## config.mk

```make
export PLATFORM = sky130hd
export DESIGN_NAME = demod_sequencer_flat
export DESIGN_NICKNAME = d
export VERILOG_FILES = /design/src/rtl/demod_sequencer_if.sv /design/src/rtl/demod_sequencer.sv /design/src/flat_wrapper.sv
export SDC_FILE = /design/constraint.sdc
export NUM_CORES = 1
export LEC_CHECK = 0
export BUFFER_PORTS_ARGS = -buffer_cell sky130_fd_sc_hd__clkbuf_2
export CAP_MARGIN = 15
export CORE_ASPECT_RATIO = 0.9
export CORE_UTILIZATION = 50
export DETAILED_ROUTE_END_ITERATION = 8
export PLACE_DENSITY_LB_ADDON = 0.12
export SLEW_MARGIN = 10
export SYNTH_ARGS = -nofsm -noshare
export SYNTH_HDL_FRONTEND = slang
export SYNTH_SLANG_ARGS = --single-unit
```

## constraint.sdc

```tcl
create_clock -name clk -period 2.6 [get_ports clk]
set_clock_uncertainty 0.15 [all_clocks]
set_input_delay 0.26 -clock clk [delete_from_list [all_inputs] [get_ports clk]]
set_output_delay 0.26 -clock clk [all_outputs]
set_load 0.1 [all_outputs]
```

## src/rtl/demod_sequencer_if.sv

```systemverilog
`default_nettype none
// ============================================================================
// Module      : demod_sequencer_if
// Description : Payload byte stream from the receive sequencer to the packet
//               layer. A byte transfers when data_valid and data_ready are
//               both high on a rising clock edge.
// Revision    : 1.0 - initial release
// ============================================================================
interface demod_sequencer_if;
    logic [7:0] data_out;
    logic       data_valid;
    logic       data_ready;

    // Sequencer side: produces bytes, observes back-pressure.
    modport master (
        output data_out,
        output data_valid,
        input  data_ready
    );

    // Packet-layer side: consumes bytes, applies back-pressure.
    modport slave (
        input  data_out,
        input  data_valid,
        output data_ready
    );
endinterface
`default_nettype wire

```

## src/rtl/demod_sequencer.sv

```systemverilog
`default_nettype none
// ============================================================================
// Module      : demod_sequencer
// Description : Receive-side controller for the BPSK demodulator. Arms the
//               demodulator, hunts for a sync word, reads a length header and
//               assembles MSB-first payload bytes onto a valid/ready stream.
// Revision    : 1.0 - initial release
// ============================================================================
module demod_sequencer #(
    parameter int                    SYNC_WIDTH   = 16,
    parameter logic [SYNC_WIDTH-1:0] SYNC_WORD    = 16'h2DD4,
    parameter int                    HUNT_TIMEOUT = 4096
) (
    input  logic               clk,
    input  logic               rst_n,
    input  logic               enable,
    input  logic               abort,
    input  logic               bit_strobe,
    input  logic               bit_value,
    output logic               demod_init,
    output logic               demod_stp,
    output logic               frame_start,
    output logic               frame_done,
    output logic [7:0]         frame_len,
    output logic               busy,
    output logic               err_timeout,
    output logic               err_overrun,
    demod_sequencer_if.master  byte_if
);

    // Hunt counter is wide enough to hold HUNT_TIMEOUT itself.
    localparam int                 c_cnt_w    = $clog2(HUNT_TIMEOUT + 1);
    localparam logic [c_cnt_w-1:0] c_sync_cnt = c_cnt_w'(SYNC_WIDTH);
    localparam logic [c_cnt_w-1:0] c_timeout  = c_cnt_w'(HUNT_TIMEOUT);

    typedef enum logic [2:0] {
        IDLE     = 3'd0,
        ARM_STOP = 3'd1,
        ARM_INIT = 3'd2,
        HUNT     = 3'd3,
        LEN      = 3'd4,
        PAYLOAD  = 3'd5,
        DONE     = 3'd6
    } state_t;

    state_t                  r_state;
    state_t                  w_state_nxt;

    logic [SYNC_WIDTH-1:0]   r_sync_sr;
    logic [c_cnt_w-1:0]      r_hunt_cnt;
    logic [2:0]              r_bit_cnt;
    logic [7:0]              r_byte_sr;
    logic [7:0]              r_remaining;
    logic                    r_aborting;
    logic [7:0]              r_data_out;
    logic                    r_data_valid;

    logic                    w_strobe;
    logic [SYNC_WIDTH-1:0]   w_sync_next;
    logic [c_cnt_w-1:0]      w_hunt_cnt_inc;
    logic                    w_sync_hit;
    logic [7:0]              w_byte_next;
    logic                    w_byte_last;

    logic                    w_stp_nxt;
    logic                    w_init_nxt;
    logic                    w_fstart_nxt;
    logic                    w_fdone_nxt;
    logic                    w_tout_nxt;
    logic                    w_len_load;
    logic                    w_byte_done;
    logic                    w_discard;
    logic                    w_abort_set;

    // Abort wins over a coincident strobe, so the strobe is masked here once
    // and every bit-consuming path below sees the masked version.
    assign w_strobe       = bit_strobe & ~abort;
    assign w_sync_next    = {r_sync_sr[SYNC_WIDTH-2:0], bit_value};
    assign w_hunt_cnt_inc = (r_hunt_cnt == c_timeout) ? r_hunt_cnt : r_hunt_cnt + 1'b1;
    assign w_sync_hit     = (w_sync_next == SYNC_WORD) && (w_hunt_cnt_inc >= c_sync_cnt);
    assign w_byte_next    = {r_byte_sr[6:0], bit_value};
    assign w_byte_last    = w_strobe && (r_bit_cnt == 3'd7);

    assign byte_if.data_out   = r_data_out;
    assign byte_if.data_valid = r_data_valid;

    // State register.
    always_ff @(posedge clk or negedge rst_n) begin
        if (!rst_n) begin
            r_state <= IDLE;
        end else begin
            r_state <= w_state_nxt;
        end
    end

    // Next-state decode plus the next value of every registered pulse output.
    always_comb begin
        w_state_nxt  = r_state;
        w_stp_nxt    = 1'b0;
        w_init_nxt   = 1'b0;
        w_fstart_nxt = 1'b0;
        w_fdone_nxt  = 1'b0;
        w_tout_nxt   = 1'b0;
        w_len_load   = 1'b0;
        w_byte_done  = 1'b0;
        w_discard    = 1'b0;
        w_abort_set  = 1'b0;

        case (r_state)
            IDLE: begin
                if (enable) begin
                    w_state_nxt = ARM_STOP;
                    w_stp_nxt   = 1'b1;
                end
            end
            ARM_STOP: begin
                w_state_nxt = ARM_INIT;
                w_init_nxt  = 1'b1;
            end
            ARM_INIT: begin
                w_state_nxt = HUNT;
            end
            HUNT: begin
                if (w_strobe) begin
                    if (w_sync_hit) begin
                        w_state_nxt  = LEN;
                        w_fstart_nxt = 1'b1;
                    end else if (w_hunt_cnt_inc == c_timeout) begin
                        w_state_nxt = IDLE;
                        w_tout_nxt  = 1'b1;
                        w_stp_nxt   = 1'b1;
                    end
                end
            end
            LEN: begin
                if (w_byte_last) begin
                    w_len_load = 1'b1;
                    if (w_byte_next == 8'd0) begin
                        w_state_nxt = DONE;
                        w_stp_nxt   = 1'b1;
                        w_fdone_nxt = 1'b1;
                    end else begin
                        w_state_nxt = PAYLOAD;
                    end
                end
            end
            PAYLOAD: begin
                if (w_byte_last) begin
                    w_byte_done = 1'b1;
                    if (r_remaining == 8'd1) begin
                        w_state_nxt = DONE;
                        w_stp_nxt   = 1'b1;
                        w_fdone_nxt = 1'b1;
                    end
                end
            end
            DONE: begin
                // DONE doubles as the stop cycle of an abort; only then (or on
                // a fresh abort here) is the pending output byte thrown away.
                w_state_nxt = IDLE;
                w_discard   = r_aborting | abort;
            end
            default: begin
                w_state_nxt = IDLE;
            end
        endcase

        if (abort && (r_state != IDLE) && (r_state != DONE)) begin
            w_state_nxt = DONE;
            w_stp_nxt   = 1'b1;
            w_init_nxt  = 1'b0;
            w_abort_set = 1'b1;
        end
    end

    // Registered control and status outputs.
    always_ff @(posedge clk or negedge rst_n) begin
        if (!rst_n) begin
            demod_stp   <= 1'b0;
            demod_init  <= 1'b0;
            frame_start <= 1'b0;
            frame_done  <= 1'b0;
            err_timeout <= 1'b0;
            err_overrun <= 1'b0;
            busy        <= 1'b0;
            r_aborting  <= 1'b0;
        end else begin
            demod_stp   <= w_stp_nxt;
            demod_init  <= w_init_nxt;
            frame_start <= w_fstart_nxt;
            frame_done  <= w_fdone_nxt;
            err_timeout <= w_tout_nxt;
            err_overrun <= w_byte_done & r_data_valid & ~byte_if.data_ready;
            busy        <= (w_state_nxt != IDLE);
            r_aborting  <= w_abort_set;
        end
    end

    // Sync hunt shift register and saturating bit counter, cleared on the way into HUNT.
    always_ff @(posedge clk or negedge rst_n) begin
        if (!rst_n) begin
            r_sync_sr  <= '0;
            r_hunt_cnt <= '0;
        end else if (r_state == ARM_INIT) begin
            r_sync_sr  <= '0;
            r_hunt_cnt <= '0;
        end else if ((r_state == HUNT) && w_strobe) begin
            r_sync_sr  <= w_sync_next;
            r_hunt_cnt <= w_hunt_cnt_inc;
        end
    end

    // Byte assembly for the length header and payload, plus remaining-byte count.
    always_ff @(posedge clk or negedge rst_n) begin
        if (!rst_n) begin
            r_bit_cnt   <= 3'd0;
            r_byte_sr   <= 8'd0;
            r_remaining <= 8'd0;
            frame_len   <= 8'd0;
        end else begin
            if (r_state == HUNT) begin
                r_bit_cnt <= 3'd0;
            end else if (((r_state == LEN) || (r_state == PAYLOAD)) && w_strobe) begin
                r_bit_cnt <= r_bit_cnt + 3'd1;
                r_byte_sr <= w_byte_next;
            end
            if (w_len_load) begin
                frame_len   <= w_byte_next;
                r_remaining <= w_byte_next;
            end else if (w_byte_done) begin
                r_remaining <= r_remaining - 8'd1;
            end
        end
    end

    // Output byte holding register: load when free or being drained, else drop.
    always_ff @(posedge clk or negedge rst_n) begin
        if (!rst_n) begin
            r_data_out   <= 8'd0;
            r_data_valid <= 1'b0;
        end else if (w_discard) begin
            r_data_valid <= 1'b0;
        end else if (w_byte_done && (!r_data_valid || byte_if.data_ready)) begin
            r_data_out   <= w_byte_next;
            r_data_valid <= 1'b1;
        end else if (r_data_valid && byte_if.data_ready) begin
            r_data_valid <= 1'b0;
        end
    end

endmodule
`default_nettype wire

```

## src/flat_wrapper.sv

```systemverilog
// flat-port wrapper written by rule: the top's interface ports become plain ports
module demod_sequencer_flat 
#(
    parameter int                    SYNC_WIDTH   = 16,
    parameter logic [SYNC_WIDTH-1:0] SYNC_WORD    = 16'h2DD4,
    parameter int                    HUNT_TIMEOUT = 4096
)
  (clk, rst_n, enable, abort, bit_strobe, bit_value, demod_init, demod_stp, frame_start, frame_done, frame_len, busy, err_timeout, err_overrun, byte_if_data_out, byte_if_data_valid, byte_if_data_ready);
  demod_sequencer_if byte_if_i ();
  input  logic clk;
  input  logic rst_n;
  input  logic enable;
  input  logic abort;
  input  logic bit_strobe;
  input  logic bit_value;
  output logic demod_init;
  output logic demod_stp;
  output logic frame_start;
  output logic frame_done;
  output logic [7:0] frame_len;
  output logic busy;
  output logic err_timeout;
  output logic err_overrun;
  output wire logic [$bits(byte_if_i.data_out)-1:0] byte_if_data_out;
  output wire logic [$bits(byte_if_i.data_valid)-1:0] byte_if_data_valid;
  input wire logic [$bits(byte_if_i.data_ready)-1:0] byte_if_data_ready;
  assign byte_if_data_out = byte_if_i.data_out;
  assign byte_if_data_valid = byte_if_i.data_valid;
  assign byte_if_i.data_ready = byte_if_data_ready;
  demod_sequencer #(.SYNC_WIDTH(SYNC_WIDTH), .SYNC_WORD(SYNC_WORD), .HUNT_TIMEOUT(HUNT_TIMEOUT)) u_core (.clk(clk), .rst_n(rst_n), .enable(enable), .abort(abort), .bit_strobe(bit_strobe), .bit_value(bit_value), .demod_init(demod_init), .demod_stp(demod_stp), .frame_start(frame_start), .frame_done(frame_done), .frame_len(frame_len), .busy(busy), .err_timeout(err_timeout), .err_overrun(err_overrun), .byte_if(byte_if_i));
endmodule
```

==> results of run 1 <==
logic make-up after synthesis:
family,after synthesis
adders and majority gates,6
buffers and inverters,29
muxes,24
DFF,74
and+or+nand+nor,117
xor gates and xnor gates,6
AOI/OAI and AO/OA,91
layout make-up:
class / instances / area [um2]
clock buffer: 9 / 124
clock inverter: 7 / 76.3
sequential: 74 / 1860
multi-input combinational: 244 / 1670
tap: 90 / 113
inverter: 8 / 30.0
fill: 585 / 2550
timing repair buffer: 55 / 347
power groups by stage:
stage | sequential, mW | clock [mW] | combinational, mW
floorplan | 1.47 | 0 | 0.517
global placement | 1.45 | 0 | 0.796
detailed placement | 1.45 | 0 | 0.806
CTS | 1.43 | 0.943 | 0.814
global route | 1.46 | 0.993 | 0.919
finish | 1.44 | 0.918 | 0.840
through the flow:
step                hold slack [ns]  setup slack (ns)
global placement              0.305             0.130
CTS                          0.0590            0.0727
detailed placement            0.316             0.118
floorplan                    -0.186             0.209
finish                       0.0710            0.0363
global route                 0.0633           -0.0719
synthesized netlist by cell type (all sizes together), types with 2 or more instances:
library cell  number
dfrtp             74
o21ai             33
nand2             28
nor2              24
mux2              23
a21oi             17
a22o              15
clkbuf            13
nand3             11
buf                8
inv                8
nand4              7
nor3               7
nor4               7
ha                 6
nor2b              5
o22ai              5
a31oi              4
nand2b             4
nor3b              4
or3                4
xnor2              4
and3               3
nor4b              3
o211ai             3
a211oi             2
a21o               2
and4b              2
nor4bb             2
o221ai             2
xor2               2
per-layer routing:
layer  GRT usage  wire, um
met1       0.315      3910
met2       0.335      3400
met3      0.0577       348
met4      0.0794        98
met5           0         0
flip-flops by register name, summed over array words and instances, names as in the netlist, 3 cells and up:
register	flops
u_core.r_remaining	8
u_core.r_bit_cnt	3
u_core.r_hunt_cnt	13
u_core.r_sync_sr	15
u_core.frame_len	8
u_core.r_byte_sr	7
u_core.byte_if.data_out	8
u_core.r_state	3
worst reg2reg max path, cell delays in order (launching register included):
cell,delay [ns]
dfrtp_2,0.45
inv_1,0.10
ha_1,0.18
nor3b_2,0.20
nand4b_1,0.15
nor4_1,0.26
a31oi_1,0.12
nor3_2,0.20
o21ai_1,0.13
or4_1,0.50
how the worst max path moves through the flow:
stage | from | to | slack, ns | cells past startpoint
floorplan | u_core.r_hunt_cnt[0]$_DFFE_PN0P_ | u_core.busy$_DFF_PN0_ | 0.21 | 10
global placement | u_core.r_hunt_cnt[0]$_DFFE_PN0P_ | u_core.busy$_DFF_PN0_ | 0.13 | 9
detailed placement | u_core.r_hunt_cnt[3]$_DFFE_PN0P_ | u_core.busy$_DFF_PN0_ | 0.12 | 7
CTS | u_core.r_hunt_cnt[3]$_DFFE_PN0P_ | u_core.busy$_DFF_PN0_ | 0.07 | 7
global route | u_core.r_hunt_cnt[1]$_DFFE_PN0P_ | u_core.busy$_DFF_PN0_ | -0.07 | 9
finish | u_core.r_hunt_cnt[1]$_DFFE_PN0P_ | u_core.busy$_DFF_PN0_ | 0.04 | 9
timing repair:
action	in CTS	in global routing
endpoints found under the hold margin	74	0
hold buffers	1	0
buffers inserted	0	5
gates resized for setup	0	14
setup endpoints to repair	0	1
==> results, run 1 <==
- The run finished with clean final reports.
- The share of post-route cells with drive strength above 1 is 0.287.
- The number of optimization iterations in the first detailed-route pass is 4.
- The most common cell after layout, fill and taps aside is dfrtp_1.
- The number of clock sinks seen by CTS is 74.
- The critical path goes through inv_1 > ha_1 > nor3b_2 > nand4b_1 > nor4_1 > a31oi_1 > nor3_2 > o21ai_1 > or4_1.
- The required time at the worst-slack endpoint is 2.68 ns.
- The min-delay analysis places its worst path in the category input port to flop.
- The detailed-route via count is 2804.
- Of the total synthesized cell area, the portion taken by full adders, half adders and majority gates is 0.0208.
- The internal power is 2.03 mW.
- For this run, design rule violations remaining after detail routing come to 0.
- The final hold violation count is 0.
- The floorplan has 28 rows.
- In this run, the number of DRC markers left after iteration 0 of detailed routing was 198.
- The analysis attributes to cell leakage a power of 1.96 nW.
- The final layout contains 405 nets.
- The finished layout holds 487 standard cells, fillers aside.
- The post-synthesis mux area share is 0.0747.
- The maximum achievable frequency is 390 MHz.
- The maximum number of pins on one net before global-route repair is 75.
- Measured against its own limit, the worst slew margin works out to 0.383.
- For this design, the slowest cell found on the critical path is or4_1.
- Once detail routing completed, the nets flagged for antenna violations numbered 0.
- The die area is 0.00755 mm2.
- Relative to the synthesized area, the layout overhead comes to 17.0%.
- The tool flagged a number of max-cap violations equal to 0.
- The tree is rooted in a clkbuf_8.
- Measured along the x axis, the die boundary spans 91.5 um.
- For this configuration, the core starts out at a cell density of 0.533.
- The cell accounting for the most synthesized area is dfrtp_1.
- The setup total negative slack is 0 ns.
- The start point of the worst hold path is byte_if_data_ready.
- The worst-path maximum fanout is 5.
- The core occupancy in the finished layout is 0.623.
- The number of diodes added for antenna fixing is 0.
- The worst register-to-register path ends at u_core.busy$_DFF_PN0_.
- The first global-routing pass estimated 12800 um of wire.
- The prevailing post-synth register cell is dfrtp_1.
- The power per standard cell area is 759 mW/mm2.
- Measured in cells, the most critical reg-to-reg path has a length of 9.
- The worst hold path cell count is 3.
- The area share of the largest cell type after synthesis is 0.514.
- Once layout is done, the placed cells without fillers occupy 0.00421 mm2.
- In this run the deepest clock path goes through 2 buffers.
- The cell count after synthesis came out at 347.
- The combinational cell fraction of total power is 0.263.
- Setup slack on the worst reg-to-reg path comes out at 0.04 ns.
- The share of power burned in registers is 0.450.
- The number of max-slew violations in the final report is 0.
- The critical path launch point type is a flop.
- During I/O placement, the number of pins put on the boundary was 31.
- The clock edge transition at the registers on the reported setup and hold paths is 0.09 ns.
- For this design the total switching power over the nets is 1.17 mW.
- The routed wirelength normalized by instance count is 15.9 um.
- The final worst-path cycle share is 0.986.
- The clock latency on the worst-skew pair is 0.36 ns.
- Of the total synthesized cell area, the portion taken by AND, OR, NAND and NOR gates is 0.180.
- TritonCTS built the clock tree.
- The share of flip-flops with an asynchronous set or reset is 1.00.
- The wire-length estimate of the detail-placed layout is 5090 um.
- The number of global-route vias before repair came to 2664.
- The total power consumption of the routed design is 3.20 mW.
- The proportion of power drawn by the clock network is 0.287.
- After synthesis, the netlist uses 55 different library cells.
- The complex-gate fraction of the synthesized area came to 0.162.
- The worst hold endpoint is u_core.err_overrun$_DFF_PN0_.
- The clock period minus worst slack is 2.56 ns.
- Leaving out fill and tap cells, the most frequent cells in the layout are dfrtp_1 (69), o21ai_0 (31), clkbuf_2 (29), nand2_1 (27).
- Setup violations remaining at the end of the flow were counted as 0.
- IR analysis of the VDD net gives a maximum drop of 0.365 mV.
- After synthesis the netlist holds a flip-flop and latch count of 74.
- After synthesis, the largest family of logic cells by area is simple AND/OR/NAND/NOR gates.
- The average cell area after synthesis is 10.4 um2.
- In this run the standard cell core region covers 0.00676 mm2.
- The die is 82.5 um tall.
- Ranked by total cell area, the synthesized netlist is headed by dfrtp_1 (51%), mux2_2 (7.2%), o21ai_0 (4.4%), a22o_1 (3.6%), nand2_1 (2.9%).
- The number of buffers and inverters on the critical path is 1.
- The synthesized-area fraction occupied by xor and xnor cells is 0.0146.
- The startpoint of the lowest-slack register-to-register path is u_core.r_hunt_cnt[1]$_DFFE_PN0P_.
- Wires add up to 7760 um.
- The number of H-tree levels is 3.
- The aggregate global routing overflow is 0.
- The share of the Yosys chip area taken by registers is 0.514.
- The CTS buffer count is 9.
- The aggregate global-route resource usage is 0.223.
- The number of placed instances, taps included, is 465.
- The mapped netlist covers 0.00360 mm2.
- The worst setup path is captured at a flop.
- At the pin with the least slew margin, the transition time is 0.926 ns.
- Routability-driven placement finished with a final weighted congestion of 0.870.
- Of the total power, the share spent switching nets is 0.365.
- Input and output buffers added on the ports amount to 30.
- In this run, synthesis inferred 0 flip-flops with an integrated enable.
- The startpoint-to-endpoint class of the critical path is flop to flop.
- Synthesis produced a netlist with a net count of 360.
- The arrival time at the worst endpoint is 2.64 ns.
- The synthesis warning total is 0.
- After detailed routing, the number of vias per cell comes to 5.76.
- Once placement finished, the instance area stood at 0.00393 mm2.
- The kind of cell adding the most delay to the critical path is simple AND/OR/NAND/NOR gates.
- The initial antenna violation count is 0.
- For this run, the slowest stage of the critical path takes 0.50 ns.
Power figures use the tool's default switching activity.
==> inputs of run 2 (changes only) <==
--- a/config.mk
+++ b/config.mk
@@ -8,7 +8,7 @@
 export BUFFER_PORTS_ARGS = -buffer_cell sky130_fd_sc_hd__clkbuf_2
 export CAP_MARGIN = 15
 export CORE_ASPECT_RATIO = 0.9
-export CORE_UTILIZATION = 50
+export CORE_UTILIZATION = 53
 export DETAILED_ROUTE_END_ITERATION = 8
 export PLACE_DENSITY_LB_ADDON = 0.12
 export SLEW_MARGIN = 10
==> run 2 against run 1 <==
Compared with the run above: non-clock buffer count is 3 higher; wire length is 1.3% higher; global-route usage is 1.1 points higher; sequential power hardly changed; final cell count is 0.62% higher; worst hold slack worse by 0.013 ns; worst setup slack better by 0.013 ns; via count is 3.9% higher; first-iteration DRC count is 5.6% higher; highest routed layer unchanged.
==> results, run 2 (synthesized netlist as in run 1, its figures left out) <==
- The flow ran to the end, and the final reports show no timing, DRC or antenna violations.
- The per-cell via count in the routed design is 5.94.
- The top register by number of flip-flops is u_core.r_sync_sr.
- The CTS tree is done.
- The largest registers in the layout are u_core.r_sync_sr: 15 flops, u_core.r_hunt_cnt: 13 flops.
- The detailed-placement wirelength estimate is 5240 um.
- Summing all flip-flop and latch instances after layout gives 0.00186 mm2.
- The power per standard cell area is 785 mW/mm2.
- The number of nets with antenna violations after detailed routing is 0.
- The worst hold margin is 0.0585 ns.
- The critical path launch point type is a flop.
- The filler cell count is 542.
- During placement, the flow inserted port buffers numbering 30.
- In this run the tightest slew margin relative to its limit is 0.616.
- The clock edge transition at the registers on the reported setup and hold paths is 0.08 ns.
- The highest layer used for signal routing is met4.
- In this run the vertical extent of the chip is 80.2 um.
- For this design, the sink count on the clock tree is 74.
- Across all layers, the routed design uses 2912 vias.
- The proportion of power drawn by the clock network is 0.325.
- For this run, the share of the core covered by cells in the final layout is 0.655.
- The die covers 0.00713 mm2.
- The area added between synthesis and finish is 19.8%.
- Summed over all layers, the global routing overflow is 0.
- The total met3 wirelength after detailed routing is 423 um.
- The number of global-route vias before repair is 2561.
- Setup violations remaining at the end of the flow were counted as 0.
- The leakage power is 2.00 nW.
- Clock tree synthesis inserted a total of 9 buffers.
- The startpoint-to-endpoint class of the critical path is flop to flop.
- The first-pass GRT wire length is 12600 um.
- The number of remaining DRC errors is 0.
- The overall die width is 88.9 um.
- The final layout contains routed wiring with a total length of 7860 um.
- The aggregate global-route resource usage is 0.234.
- The maximum count of clock buffers along a single path is 2.
- The number of flip-flops in the largest register is 15.
- The worst hold path belongs to the class input port to flop.
- Wire segments on met2 add up to 3560 um in the final route.
- Row generation in the floorplan step produced 28 rows.
- Entering global routing, the biggest net connects 51 pins.
- Dividing the detail-routed wire length by the instance count gives 16.0 um.
- The clock latency on the worst-skew pair is 0.35 ns.
- The number of max-slew violations in the final report came to 0.
- Summing all non-filler instances in the final layout gives an area of 0.00431 mm2.
- The detailed router finished its first iteration with 209 violations.
- Along the worst path, the maximum fanout reaches 7.
- The initial antenna violation count is 0.
- The share of post-route cells with drive strength above 1 is 0.300.
- Of the total power, the share spent switching nets is 0.344.
- The share of total power dissipated in combinational logic is 0.244.
- The standard cell area after detailed placement is 0.00394 mm2.
- Max-cap violations in this run came to 0.
- The most common cell after layout, fill and taps aside is dfrtp_1.
- The area of the multi-input gates is 0.00169 mm2.
- The number of diodes added for antenna fixing is 0.
- The clock root buffer is clkbuf_8.
- After floorplanning, the core was sized to cover 0.00659 mm2.
- IR analysis of the VDD net gives a maximum drop of 0.477 mV.
- The first TritonRoute pass finished after 5 iterations.
- The effective utilization at floorplan is 0.547.
- In this run the count of I/O pins placed on the die edge is 31.
- The maximum achievable frequency is 392 MHz.
- The worst setup path is captured at a flop.
- The final hold violation count was 0.
- For the worst setup path, the data arrival time is 2.61 ns.
- The share of total power dissipated in sequential elements is 0.431.
- The net switching power is 1.17 mW.
- In the final timing run, aggregate negative setup slack is 0 ns.
- The clock period minus worst slack is 2.55 ns.
- In the finished design, the share of the clock period the worst path needs comes to 0.981.
- The length of routed wiring on met1 is 3760 um.
- The library cells used most frequently in the layout, excluding fill and tap cells, are dfrtp_1 (67), o21ai_0 (31), clkbuf_2 (29), nand2_1 (28), buf_4 (26).
- The H-tree was split into 3 levels.
- The required time at the worst-slack endpoint is 2.66 ns.
- The total number of nets in the final design is 408.
- The placer's final routability congestion estimate is 0.899.
- At the pin with the least slew margin, the transition time is 0.576 ns.
- Cell internal power was estimated by the tool at 2.22 mW.
run 2: cell count changes in the layout (fill, tap and decap cells not counted), sizes merged:
cell / previous run / this run
bufinv: 1 / 3
clkinvlp: 2 / 1
inv: 10 / 11
clkinv: 2 / 0
buf: 25 / 28
run 2: path summary, 6_finish.rpt:
kind | startpoint | end | slack [ns] | cells past startpoint
max | u_core.r_hunt_cnt[0]$_DFFE_PN0P_ | u_core.busy$_DFF_PN0_ | 0.05 | 7
min | abort | u_core.demod_init$_DFF_PN0_ | 0.06 | 2
max reg2reg | u_core.r_hunt_cnt[0]$_DFFE_PN0P_ | u_core.busy$_DFF_PN0_ | 0.05 | 7
min reg2reg | u_core.r_sync_sr[14]$_DFFE_PN0P_ | u_core.r_sync_sr[14]$_DFFE_PN0P_ | 0.36 | 1
max in group asynchronous | rst_n | u_core.r_hunt_cnt[1]$_DFFE_PN0P_ | 1.34 | 3
min in group asynchronous | rst_n | u_core.err_timeout$_DFF_PN0_ | 0.28 | 2
run 2: area by class of cell:
cell class,instances,share of cell area
Timing Repair Buffer,58,0.0870
Clock buffer,9,0.0287
Multi-Input combinational cell,244,0.391
Tap cell,90,0.0261
Clock inverter,7,0.0287
Inverter,8,0.00696
Sequential cell,74,0.431
run 2: critical path, stage by stage (launching register included):
cell and delay (ns):
dfrtp_2 0.46, nand4_1 0.24, or3_1 0.45, o21ai_2 0.14, nand3b_1 0.10, nor3_2 0.23
o21ai_1 0.12, or4_1 0.52
run 2: repair_timing:
item	in CTS	in global routing
resized for setup	0	17
endpoints found under the hold margin	24	0
hold buffers	1	0
setup endpoints to repair	0	1
buffers inserted	0	7
run 2: power by group through the flow:
stage	logic, mW	clock network (mW)	registers [mW]
6_report	0.827	1.10	1.46
3_3_place_gp	0.747	0	1.46
5_1_grt	0.902	1.17	1.48
3_5_place_dp	0.770	0	1.46
2_1_floorplan	0.517	0	1.47
4_1_cts	0.773	1.13	1.44
run 2: metal layers:
metal  up-vias  global-route usage
met3        14              0.0545
met5         -                   0
met2       103               0.347
met1      1425               0.334
met4         0              0.0871
li1       1370                   -
run 2: stage by stage:
stage | std cells | total power, mW | worst slack (ns)
global route | 490 | 3.56 | -0.0331
CTS | 483 | 3.34 | 0.00517
detailed placement | 466 | 2.23 | 0.0333
finish | 490 | 3.39 | 0.0489
floorplan | 347 | 1.99 | 0.209
global placement | 466 | 2.20 | 0.112
